==> config.mk <==
export PLATFORM = sky130hd
export DESIGN_NAME = lcd_bus_ctrl_flat
export DESIGN_NICKNAME = d
export VERILOG_FILES = /design/src/rtl/lcd_bus_ctrl_if.sv /design/src/rtl/lcd_bus_ctrl.sv /design/src/flat_wrapper.sv
export SDC_FILE = /design/constraint.sdc
export NUM_CORES = 1
export LEC_CHECK = 0
export CORE_AREA = 4 4 53 55
export DETAILED_ROUTE_END_ITERATION = 7
export DIE_AREA = 0 0 57 59
export PLACE_DENSITY = 0.75
export SYNTH_ARGS = -nofsm -noshare
export SYNTH_HDL_FRONTEND = slang
export SYNTH_SLANG_ARGS = --single-unit
==> constraint.sdc <==
create_clock -name clk -period 2.7 [get_ports clk]
set_input_delay 0.405 -clock clk [delete_from_list [all_inputs] [get_ports clk]]
set_output_delay 0.405 -clock clk [all_outputs]
set_load 0.02 [all_outputs]
==> src/rtl/lcd_bus_ctrl_if.sv <==
// Request and LCD pin bundle for lcd_bus_ctrl.
// master: the requester (CPU/MMIO side); slave: the controller.
interface lcd_bus_ctrl_if #(
   parameter int unsigned DATA_W = 8
);
   logic              req_valid;
   logic              req_ready;
   logic              req_rs;
   logic [7:0]        req_data;
   logic [DATA_W-1:0] lcd_data;
   logic [1:0]        lcd_ctrl;
   logic              lcd_enable;
   logic              busy;

   modport master (
      output req_valid, req_rs, req_data,
      input  req_ready, lcd_data, lcd_ctrl, lcd_enable, busy
   );

   modport slave (
      input  req_valid, req_rs, req_data,
      output req_ready, lcd_data, lcd_ctrl, lcd_enable, busy
   );
endinterface

==> src/rtl/lcd_bus_ctrl.sv <==
// HD44780-style character-LCD write controller.
// Accepts byte writes over valid/ready and produces RS/RW/E timing with
// configurable setup, pulse and hold lengths; 8-bit or 4-bit (high nibble
// first) bus. Optional macro LCD_INIT_SEQ_EN adds an autonomous four-command
// init sequence after reset release.
module lcd_bus_ctrl #(
   parameter int unsigned DATA_W    = 8,
   parameter int unsigned SETUP_CYC = 2,
   parameter int unsigned PULSE_CYC = 4,
   parameter int unsigned HOLD_CYC  = 20,
   parameter int unsigned CNT_W     = 8
) (
   input logic           clk,
   input logic           rst_n,
   lcd_bus_ctrl_if.slave bus
);

   // Zero-length phases are stretched to one cycle.
   localparam int unsigned SetupN = (SETUP_CYC == 0) ? 1 : SETUP_CYC;
   localparam int unsigned PulseN = (PULSE_CYC == 0) ? 1 : PULSE_CYC;
   localparam int unsigned HoldN  = (HOLD_CYC == 0) ? 1 : HOLD_CYC;

   // The counter is loaded with N-1 and the phase ends on the edge that sees 0.
   localparam logic [CNT_W-1:0] SetupLd = CNT_W'(SetupN - 1);
   localparam logic [CNT_W-1:0] PulseLd = CNT_W'(PulseN - 1);
   localparam logic [CNT_W-1:0] HoldLd  = CNT_W'(HoldN - 1);

   typedef enum logic [1:0] {StIdle, StSetup, StPulse, StHold} state_e;

   state_e            state_q, state_d;
   logic [CNT_W-1:0]  cnt_q, cnt_d;
   logic [7:0]        byte_q, byte_d;
   logic              rs_q, rs_d;
   logic [DATA_W-1:0] data_q, data_d;
   logic              en_q, en_d;
   logic              lo_q, lo_d;     // low nibble currently on the bus
   logic              init_done;
   logic [7:0]        init_cmd;

`ifdef LCD_INIT_SEQ_EN
   logic [2:0] init_idx_q, init_idx_d;

   assign init_done = (init_idx_q == 3'd4);

   // Init command table; function set depends on the bus width.
   always_comb begin
      init_cmd = 8'h01;
      case (init_idx_q)
         3'd0:    init_cmd = (DATA_W == 8) ? 8'h38 : 8'h28;
         3'd1:    init_cmd = 8'h0C;
         3'd2:    init_cmd = 8'h06;
         default: init_cmd = 8'h01;
      endcase
   end

   // Init sequence position; restarts from the first command on reset.
   always_ff @(posedge clk or negedge rst_n) begin
      if (!rst_n) init_idx_q <= 3'd0;
      else        init_idx_q <= init_idx_d;
   end
`else
   assign init_done = 1'b1;
   assign init_cmd  = 8'h00;
`endif

   // Next-state: launch from idle, then walk setup -> pulse -> hold per nibble.
   always_comb begin
      state_d = state_q;
      cnt_d   = cnt_q;
      byte_d  = byte_q;
      rs_d    = rs_q;
      data_d  = data_q;
      en_d    = en_q;
      lo_d    = lo_q;
`ifdef LCD_INIT_SEQ_EN
      init_idx_d = init_idx_q;
`endif
      unique case (state_q)
         StIdle: begin
            if (!init_done || bus.req_valid) begin
               byte_d  = init_done ? bus.req_data : init_cmd;
               rs_d    = init_done ? bus.req_rs : 1'b0;
               data_d  = byte_d[7 -: DATA_W];
               lo_d    = 1'b0;
               cnt_d   = SetupLd;
               state_d = StSetup;
`ifdef LCD_INIT_SEQ_EN
               if (!init_done) init_idx_d = init_idx_q + 3'd1;
`endif
            end
         end
         StSetup: begin
            if (cnt_q == '0) begin
               en_d    = 1'b1;
               cnt_d   = PulseLd;
               state_d = StPulse;
            end else begin
               cnt_d = cnt_q - 1'b1;
            end
         end
         StPulse: begin
            if (cnt_q == '0) begin
               en_d    = 1'b0;
               cnt_d   = HoldLd;
               state_d = StHold;
            end else begin
               cnt_d = cnt_q - 1'b1;
            end
         end
         StHold: begin
            if (cnt_q == '0) begin
               if (DATA_W == 4 && !lo_q) begin
                  lo_d    = 1'b1;
                  data_d  = byte_q[DATA_W-1:0];
                  cnt_d   = SetupLd;
                  state_d = StSetup;
               end else begin
                  state_d = StIdle;
               end
            end else begin
               cnt_d = cnt_q - 1'b1;
            end
         end
         default: state_d = StIdle;
      endcase
   end

   // State and registered pin drivers; reset drops E asynchronously.
   always_ff @(posedge clk or negedge rst_n) begin
      if (!rst_n) begin
         state_q <= StIdle;
         cnt_q   <= '0;
         byte_q  <= 8'h00;
         rs_q    <= 1'b0;
         data_q  <= '0;
         en_q    <= 1'b0;
         lo_q    <= 1'b0;
      end else begin
         state_q <= state_d;
         cnt_q   <= cnt_d;
         byte_q  <= byte_d;
         rs_q    <= rs_d;
         data_q  <= data_d;
         en_q    <= en_d;
         lo_q    <= lo_d;
      end
   end

   assign bus.req_ready  = (state_q == StIdle) && init_done;
   assign bus.busy       = (state_q != StIdle) || !init_done;
   assign bus.lcd_data   = data_q;
   assign bus.lcd_ctrl   = {1'b0, rs_q};
   assign bus.lcd_enable = en_q;

endmodule

==> src/flat_wrapper.sv <==
// flat-port wrapper written by rule: the top's interface ports become plain ports
module lcd_bus_ctrl_flat 
#(
   parameter int unsigned DATA_W    = 8,
   parameter int unsigned SETUP_CYC = 2,
   parameter int unsigned PULSE_CYC = 4,
   parameter int unsigned HOLD_CYC  = 20,
   parameter int unsigned CNT_W     = 8
)
  (clk, rst_n, bus_req_valid, bus_req_rs, bus_req_data, bus_req_ready, bus_lcd_data, bus_lcd_ctrl, bus_lcd_enable, bus_busy);
  lcd_bus_ctrl_if #(.DATA_W(DATA_W)) bus_i ();
  input logic clk;
  input logic rst_n;
  input wire logic [$bits(bus_i.req_valid)-1:0] bus_req_valid;
  input wire logic [$bits(bus_i.req_rs)-1:0] bus_req_rs;
  input wire logic [$bits(bus_i.req_data)-1:0] bus_req_data;
  output wire logic [$bits(bus_i.req_ready)-1:0] bus_req_ready;
  output wire logic [$bits(bus_i.lcd_data)-1:0] bus_lcd_data;
  output wire logic [$bits(bus_i.lcd_ctrl)-1:0] bus_lcd_ctrl;
  output wire logic [$bits(bus_i.lcd_enable)-1:0] bus_lcd_enable;
  output wire logic [$bits(bus_i.busy)-1:0] bus_busy;
  assign bus_i.req_valid = bus_req_valid;
  assign bus_i.req_rs = bus_req_rs;
  assign bus_i.req_data = bus_req_data;
  assign bus_req_ready = bus_i.req_ready;
  assign bus_lcd_data = bus_i.lcd_data;
  assign bus_lcd_ctrl = bus_i.lcd_ctrl;
  assign bus_lcd_enable = bus_i.lcd_enable;
  assign bus_busy = bus_i.busy;
  lcd_bus_ctrl #(.DATA_W(DATA_W), .SETUP_CYC(SETUP_CYC), .PULSE_CYC(PULSE_CYC), .HOLD_CYC(HOLD_CYC), .CNT_W(CNT_W)) u_core (.clk(clk), .rst_n(rst_n), .bus(bus_i));
endmodule
==> metrics.md, run 1 <==
| Metric | Value |
|---|---|
| CP peak stage delay | `620 ps` |
| Antenna diodes | `0` |
| Top routing layer in use | `met4` |
| Register area | `500 µm²` |
| R2R setup slack | `580 ps` |
| Root buf cell | `clkbuf_4` |
| Pwr Density | `1310 nW/µm²` |
| Metal1 wirelength | `883 µm` |
| Synthesized area | `1090 µm²` |
| Max FO, Critical Path | `8` |
| Peak Freq | `444 MHz` |
| CP delay by family, top | `buffers and inverters` |
| Status | `complete, no violations` |
| Post-DP Area | `1340 µm²` |
| Later-pin clock latency in the skew report | `300 ps` |
| Setup WS pre-CTS | `549 ps` |
| YS warnings | `0` |
| Dominant synthesized flop cell | `dfrtp_1` |
| Final worst setup slack | `449 ps` |
| CTS Hold Bufs | `0` |
| Die Y | `59 µm` |
| Final Cycle Share | `83.4%` |
| Worst Setup SP | `u_core.state_q[0]` |
| Clock Path Buffers | `2` |
| Vias | `806` |
| WP data arrival | `1850 ps` |
| Routability cong. | `0.795` |
| Final Cell Area | `1390 µm²` |
| Critical path buffers and inverters | `3` |
| Final hold vios | `0` |
| WL/cell | `13.7 µm` |
| Final nets | `138` |
| Post-Syn Nets | `112` |
| Global-route wire length before repair | `3700 µm` |
| CP required | `2300 ps` |
| Setup violations, final | `0` |
| Die area | `3360 µm²` |
| DRC viols | `0` |
| Endpoint class of the critical path | `output port` |
| Fillcell total | `215` |
| Gate Count Post-Synth | `94` |
| Async SR Flop Fraction | `100%` |
| Reg clk slew, reported paths | `110 ps` |
| Ports | `25` |
| WS Path Type | `flop to output port` |
| IO Port Bufs | `23` |
| CP Depth | `4` |
| R2r endpoint | `u_core.state_q[1]` |
| TritonCTS clock tree | `built` |
| Met2 WL | `982 µm` |
| Floorplan row count | `18` |
| Post-CTS resize count | `0` |
| Post-CTS Setup Inserts | `0` |
| Most frequent cells in the layout | `23 x clkdlybuf4s50_1, 20 x dfrtp_1, 9 x mux2_2` |
| Peak supply drop | `0.830 mV` |
| Wire length on met3 | `166 µm` |
| Total gr overflow | `0` |
| GRT Total Usage | `14.1%` |
| Final ANT Viol Nets | `0` |
| Largest net degree at the start of global routing | `21` |
| Max-slew violation total from the final report | `0` |
| Detailed placement HPWL | `1560 µm` |
| Crit start category | `flop` |
| Inserted Clock Buffers | `3` |
| Area grow syn2layout | `27.7%` |
| 1st-pass router iterations | `4` |
| WL final | `2040 µm` |
| Min-Delay Path Class | `primary input to asynchronous set/reset pin` |
| Worst reg-to-reg path cell count | `4` |
| Pleak | `0.000592 µW` |
| Minimum clock period | `2250 ps` |
| Seq/Total Area, Yosys | `45.9%` |
| Reg2Reg Launch Point | `u_core.cnt_q[5]` |
| Flops & latches, synth | `20` |
| CP endpoint | `bus_busy` |
| Hold_ws | `420 ps` |
| Multi-input logic area | `537 µm²` |
| RSZ-0062 raised after global routing | `false` |
| Final setup TNS | `0 ps` |
| Commonest non-fill, non-tap cell in the layout | `clkdlybuf4s50_1` |
| Via-to-Cell Ratio | `5.41` |
| Max cap viols | `0` |
| Width of the die | `57 µm` |
| CP cell instances | `inv_1 -> ha_1 -> inv_1 -> clkdlybuf4s50_1` |
| Post-synthesis cell type count | `37` |
| Number of synthesized flops with an enable pin | `0` |
| Core Area | `2390 µm²` |
| CP most frequent cell | `inv_1` |
| CTS Sinks | `20` |
| Syn_area_per_cell | `11.6 µm²` |
| Initial antenna violation count | `0` |
| H-tree depth | `1` |
| Number of global-route vias before repair | `834` |
| Crit-path slowest cell | `clkdlybuf4s50_1` |
| Iter 0 DRT Violations | `13` |
| Share of post-route cells with drive strength above 1 | `16.0%` |
| Initial Util | `45.6%` |
| Max Clock Skew | `1.96 ps` |
[logic make-up (layout without fill, tap and decap cells)]
group / count (synthesis) / after routing / synth area share [%]
simple gates: 25 / 25 / 14.4
xor+xnor: 2 / 2 / 1.61
mux: 10 / 10 / 10.3
other cells: 1 / 1 / 0.344
buf+inv: 10 / 35 / 4.82
flops: 20 / 20 / 45.9
compound gates: 20 / 20 / 15.7
fa+ha+maj: 6 / 6 / 6.89
[synthesized netlist by cell type, types with 2 or more instances]
| cell | instances | area, µm² |
|---|---|---|
| buf_4 | 2 | 15.0 |
| nand2_1 | 5 | 18.8 |
| o41ai_1 | 2 | 17.5 |
| nor2_1 | 5 | 18.8 |
| nand2b_1 | 2 | 12.5 |
| inv_1 | 7 | 26.3 |
| ha_1 | 6 | 75.1 |
| dfrtp_1 | 20 | 500 |
| o211ai_1 | 3 | 22.5 |
| mux2_2 | 9 | 101 |
| a21oi_1 | 4 | 20.0 |
| o21a_1 | 2 | 15.0 |
| nor3_1 | 3 | 15.0 |
[worst reg2reg max path, delay by kind of cell, from the launching register on]
kind | cells | cell delay [ps]
flops | 1 | 430
mux | 1 | 320
simple gates | 2 | 1060
compound gates | 1 | 200
[final cells by class]
class / count / share of cell area, %
clock inverters: 1 / 2.16
multi-input cells: 64 / 38.6
repair buffers: 24 / 17.1
clock buffers: 3 / 1.62
inverters: 7 / 1.89
well taps: 30 / 2.70
flip-flops and latches: 20 / 36.0
[layer usage]
metal,up-vias,track usage (%)
met5,-,0
met4,0,3.97
met3,2,5.45
met2,27,23.2
met1,385,17.3
li1,392,-
[how the worst min path moves through the flow]
stage                                      start  slack [ps]                     end  cells past startpoint
after CTS                                  rst_n         420         u_core.cnt_q[0]                      2
after global placement    u_core.bus.lcd_data[3]         490  u_core.bus.lcd_data[3]                      1
after global routing                       rst_n         430         u_core.cnt_q[1]                      2
final                                      rst_n         420         u_core.cnt_q[0]                      2
after floorplan                            rst_n         110  u_core.bus.lcd_data[0]                      0
after detailed placement  u_core.bus.lcd_data[1]         490  u_core.bus.lcd_data[1]                      1
[through the flow]
step	util, %	cells	power (µW)
2_1_floorplan	-	94	1280
3_3_place_gp	56.1	145	1570
3_5_place_dp	56.1	145	1580
4_1_cts	58.3	149	1850
5_1_grt	58.3	149	1980
6_report	58.3	149	1820
[report_power, final]
part	internal [µW]	switching, µW
registers	435	95.8
logic	516	535
clock network	150	92.8
total	1100	724
[registers in the layout, indices dropped and copies added (netlist names)]
name and count:
u_core.state_q 2, u_core.bus.lcd_data 8, u_core.cnt_q 8, u_core.rs_q 1, u_core.bus.lcd_enable 1
(Power assumes the default switching activity.)
==> run 2: changes to the inputs <==
--- a/config.mk
+++ b/config.mk
@@ -5,10 +5,10 @@
 export SDC_FILE = /design/constraint.sdc
 export NUM_CORES = 1
 export LEC_CHECK = 0
-export CORE_AREA = 4 4 53 55
+export CORE_AREA = 4 4 55 57
 export DETAILED_ROUTE_END_ITERATION = 7
-export DIE_AREA = 0 0 57 59
-export PLACE_DENSITY = 0.75
+export DIE_AREA = 0 0 59 61
+export PLACE_DENSITY = 0.73
 export SYNTH_ARGS = -nofsm -noshare
 export SYNTH_HDL_FRONTEND = slang
 export SYNTH_SLANG_ARGS = --single-unit
==> constraint.sdc (replaced) <==
create_clock -name clk -period 2 [get_ports clk]
set_input_delay 0.3 -clock clk [delete_from_list [all_inputs] [get_ports clk]]
set_output_delay 0.3 -clock clk [all_outputs]
set_load 0.02 [all_outputs]
==> metrics.md, run 2 (synthesis results as in run 1) <==
| Metric | Value |
|---|---|
| Later-pin clock latency in the skew report | `310 ps` |
| Share of post-route cells with drive strength above 1 | `26.4%` |
| Hold_ws | `315 ps` |
| Max cap viols | `0` |
| Floorplan row count | `18` |
| Ports | `25` |
| Gr busiest metal | `met2` |
| Crit start category | `flop` |
| Initial antenna violation count | `0` |
| Inserted Clock Buffers | `3` |
| Total gr overflow | `0` |
| Commonest non-fill, non-tap cell in the layout | `clkdlybuf4s50_1` |
| Antenna diodes | `0` |
| H-tree depth | `1` |
| Fillcell total | `217` |
| Reg clk slew, reported paths | `120 ps` |
| WL final | `2230 µm` |
| Core Area | `2480 µm²` |
| Detailed placement HPWL | `1800 µm` |
| Final hold vios | `0` |
| Final nets | `148` |
| TritonCTS clock tree | `built` |
| Peak supply drop | `1.03 mV` |
| Routability cong. | `0.841` |
| Global-route wire length before repair | `3670 µm` |
| 1st-pass router iterations | `2` |
| DRC viols | `0` |
| Vias | `834` |
| Initial Util | `44.0%` |
| Number of global-route vias before repair | `903` |
| Max FO, Critical Path | `5` |
| Root buf cell | `clkbuf_4` |
| Overall Power | `2600 µW` |
| Crit-path slowest cell | `or4bb_4` |
| Max Clock Skew | `5.76 ps` |
| CTS Sinks | `20` |
| Final Cell Area | `1480 µm²` |
| Met3 usage | `3.83%` |
| Iter 0 DRT Violations | `8` |
| Pwr Density | `1760 nW/µm²` |
| Clock Path Buffers | `2` |
| Die Y | `61 µm` |
| Min-Delay Path Class | `primary input to asynchronous set/reset pin` |
| CP required | `2260 ps` |
| CP peak stage delay | `540 ps` |
| Grt met2 use | `24.9%` |
| Setup violations, final | `0` |
| WP data arrival | `2160 ps` |
| Status | `complete, no violations` |
| GRT Total Usage | `13.7%` |
| Width of the die | `59 µm` |
| WL/cell | `14.0 µm` |
| Minimum clock period | `1910 ps` |
| IO Port Bufs | `23` |
| Peak Freq | `524 MHz` |
| Area grow syn2layout | `35.6%` |
| CP cell instances | `inv_2 -> ha_1 -> or4bb_4 -> or2_1 -> o2111a_2 -> o21ba_1` |
| Final Cycle Share | `95.4%` |
| Final ANT Viol Nets | `0` |
| Post-DP Area | `1400 µm²` |
| Largest net degree at the start of global routing | `21` |
| CTS Hold Bufs | `0` |
| Most frequent cells in the layout | `21 x clkdlybuf4s50_1, 20 x dfrtp_1, 11 x buf_4` |
| GR Layer Usage met1 | `15.0%` |
| Via-to-Cell Ratio | `5.25` |
| Max-slew violation total from the final report | `0` |
| Pleak | `0.000646 µW` |
| Endpoint class of the critical path | `flop` |
| WS Path Type | `flop to flop` |
| Die area | `3600 µm²` |
## run 2: changes by cell type in the layout (fill, tap and decap cells not counted), sizes merged
cell and delta:
clkdlybuf4s50 -2, buf +10, dlygate4sd2 +2
## run 2: power by group
| group | switching (µW) | internal [µW] |
|---|---|---|
| Sequential | 107 | 587 |
| Combinational | 781 | 791 |
| Clock | 131 | 203 |
| Total | 1020 | 1580 |
## run 2: metal layers
layer / up-vias / wire, µm
met3: 3 / 117
met1: 403 / 929
met5: - / 0
met4: 0 / 31
met2: 21 / 1150
li1: 407 / -
## run 2: repair_timing
item	4_1_cts	5_1_grt
pin swaps	0	1
gates resized for setup	3	4
setup buffers	0	2
endpoints found under the setup margin	5	9
hold endpoints to repair	0	0
## run 2: cell type report
cell class | instances | area (µm²) | area share, %
Clock buffer | 3 | 22.5 | 1.52
Clock inverter | 1 | 30.0 | 2.03
Inverter | 7 | 26.3 | 1.78
Multi-Input combinational cell | 64 | 551 | 37.3
Sequential cell | 20 | 500 | 33.9
Tap cell | 30 | 37.5 | 2.54
Timing Repair Buffer | 34 | 310 | 21.0
## run 2: per-stage QoR
step	setup TNS, ps	cells	worst slack (ps)	utilization [%]
detailed placement	-64.1	153	-57.8	56.5
CTS	0	157	1.60	58.6
finish	0	159	91.5	59.6
global placement	-27.1	153	-27.1	56.5
floorplan	0	94	71.8	-
global route	-1.84	159	-1.82	59.6
## run 2: path summary, 6_finish.rpt
check                                       startpoint                      to  slack, ps  cells after the start
worst max-delay path                   u_core.cnt_q[0]         u_core.cnt_q[6]         90                      6
worst min-delay path                             rst_n  u_core.bus.lcd_data[6]        310                      2
worst max register to register         u_core.cnt_q[0]         u_core.cnt_q[6]         90                      6
worst min register to register  u_core.bus.lcd_data[3]  u_core.bus.lcd_data[3]        530                      1
max in group asynchronous                        rst_n       u_core.state_q[1]       1480                      2
min in group clk                u_core.bus.lcd_data[3]  u_core.bus.lcd_data[3]        530                      1
## run 2: worst max-delay path, delay by kind of cell (launching register included)
family | cells | cell delay (ps)
flops | 1 | 410
compound gates | 2 | 390
simple gates | 2 | 790
buf+inv | 1 | 90
fa+ha+maj | 1 | 170
==> run 3: changes to the inputs <==
--- a/config.mk
+++ b/config.mk
@@ -5,10 +5,11 @@
 export SDC_FILE = /design/constraint.sdc
 export NUM_CORES = 1
 export LEC_CHECK = 0
-export CORE_AREA = 4 4 55 57
+export CORE_AREA = 5 5 56 58
 export DETAILED_ROUTE_END_ITERATION = 7
-export DIE_AREA = 0 0 59 61
+export DIE_AREA = 0 0 61 63
 export PLACE_DENSITY = 0.73
+export SLEW_MARGIN = 10
 export SYNTH_ARGS = -nofsm -noshare
 export SYNTH_HDL_FRONTEND = slang
 export SYNTH_SLANG_ARGS = --single-unit
==> metrics.md, run 3 (synthesis results as in run 1) <==
| Metric | Value |
|---|---|
| R2R setup slack | `90 ps` |
| Detailed placement HPWL | `1790 µm` |
| CP required | `2210 ps` |
| GRT Total Usage | `13.8%` |
| Max-slew violation total from the final report | `0` |
| WS Path Type | `flop to flop` |
| Clock Path Buffers | `2` |
| Core Area | `2620 µm²` |
| WP data arrival | `2120 ps` |
| Die area | `3840 µm²` |
| Register area | `500 µm²` |
| Width of the die | `61 µm` |
| Reg clk slew, reported paths | `120 ps` |
| Most frequent cells in the layout | `21 x clkdlybuf4s50_1, 20 x dfrtp_1, 13 x buf_4` |
| Pleak | `0.000643 µW` |
| CTS Hold Bufs | `0` |
| Later-pin clock latency in the skew report | `300 ps` |
| Area grow syn2layout | `35.0%` |
| Overall Power | `2520 µW` |
| Max FO, Critical Path | `3` |
| Share of post-route cells with drive strength above 1 | `26.2%` |
| Final ANT Viol Nets | `0` |
| Crit start category | `flop` |
| Multi-input logic area | `558 µm²` |
| Antenna diodes | `0` |
| Max cap viols | `0` |
| Iter 0 DRT Violations | `8` |
| Initial Util | `41.7%` |
| Vias | `852` |
| Peak Freq | `523 MHz` |
| Pwr Density | `1710 nW/µm²` |
| Floorplan row count | `19` |
| Minimum clock period | `1910 ps` |
| Fillcell total | `229` |
| Root buf cell | `clkbuf_4` |
| Number of global-route vias before repair | `965` |
| Ports | `25` |
| Commonest non-fill, non-tap cell in the layout | `clkdlybuf4s50_1` |
| Min-Delay Path Class | `primary input to asynchronous set/reset pin` |
| Final Cell Area | `1470 µm²` |
| Final nets | `150` |
| Largest net degree at the start of global routing | `21` |
| Post-DP Area | `1420 µm²` |
| Final hold vios | `0` |
| TritonCTS clock tree | `built` |
| DRC viols | `0` |
| Endpoint class of the critical path | `flop` |
| WL final | `2300 µm` |
| H-tree depth | `1` |
| Setup violations, final | `0` |
| IO Port Bufs | `23` |
| Via-to-Cell Ratio | `5.29` |
| Die Y | `63 µm` |
| Final Cycle Share | `95.6%` |
| Final setup TNS | `0 ps` |
| 1st-pass router iterations | `4` |
| Total gr overflow | `0` |
| Inserted Clock Buffers | `3` |
| Status | `complete, no violations` |
| CTS Sinks | `20` |
| Max Clock Skew | `12.7 ps` |
| Global-route wire length before repair | `4110 µm` |
| Routability cong. | `0.828` |
| Peak supply drop | `1.13 mV` |
| Initial antenna violation count | `0` |
| WL/cell | `14.3 µm` |
[run 3: changes by cell type in the layout (fill, tap and decap cells not counted), sizes merged]
cell | previous run | this run
bufinv | 1 | 0
buf | 11 | 13
[run 3: layout make-up]
class | count | share of cell area (%)
inverter | 7 | 1.79
timing repair buffer | 36 | 22.1
tap | 31 | 2.64
multi-input combinational | 64 | 37.9
clock buffer | 3 | 1.53
sequential | 20 | 34.0
[run 3: layer usage]
layer | track usage (%) | vias up | wire length, µm
li1 | - | 413 | -
met1 | 16.2 | 416 | 949
met2 | 24.1 | 19 | 1200
met3 | 3.51 | 4 | 128
met4 | 4.07 | 0 | 21
met5 | 0 | - | 0
[run 3: critical path, stage by stage (launching register included)]
cell      delay, ps
dfrtp_1         410
inv_1            80
ha_1            170
or4bb_4         560
o211ai_1        330
nor3_1           90
o21ba_1         170
[run 3: final timing paths]
| path | start | to | depth (start not counted) |
|---|---|---|---|
| worst max register to register | u_core.cnt_q[1] | u_core.cnt_q[6] | 6 |
| max in group asynchronous | rst_n | u_core.bus.lcd_data[5] | 2 |
| worst min-delay path | rst_n | u_core.cnt_q[5] | 2 |
| min in group clk | u_core.bus.lcd_data[3] | u_core.bus.lcd_data[3] | 1 |
| worst min register to register | u_core.bus.lcd_data[3] | u_core.bus.lcd_data[3] | 1 |
| worst max-delay path | u_core.cnt_q[1] | u_core.cnt_q[6] | 6 |
[run 3: power breakdown]
group | total [µW] | internal (µW) | switching, µW
Combinational | 1640 | 833 | 807
Clock | 191 | 70.2 | 121
Sequential | 692 | 587 | 105
[run 3: through the flow]
step | util (%) | cells | worst slack [ps] | hold WS, ps
2_1_floorplan | - | 94 | 71.8 | 4.41
3_3_place_gp | 54.4 | 157 | 41.1 | 487
3_5_place_dp | 54.4 | 157 | 26.1 | 494
4_1_cts | 55.2 | 160 | 4.10 | 336
5_1_grt | 56.3 | 161 | -2.03 | 337
6_report | 56.3 | 161 | 88.7 | 324
[run 3: what timing repair did]
action | CTS | global route
endpoints found under the setup margin | 2 | 8
resized for setup | 2 | 5
setup buffers | 0 | 1
pin swaps | 0 | 1
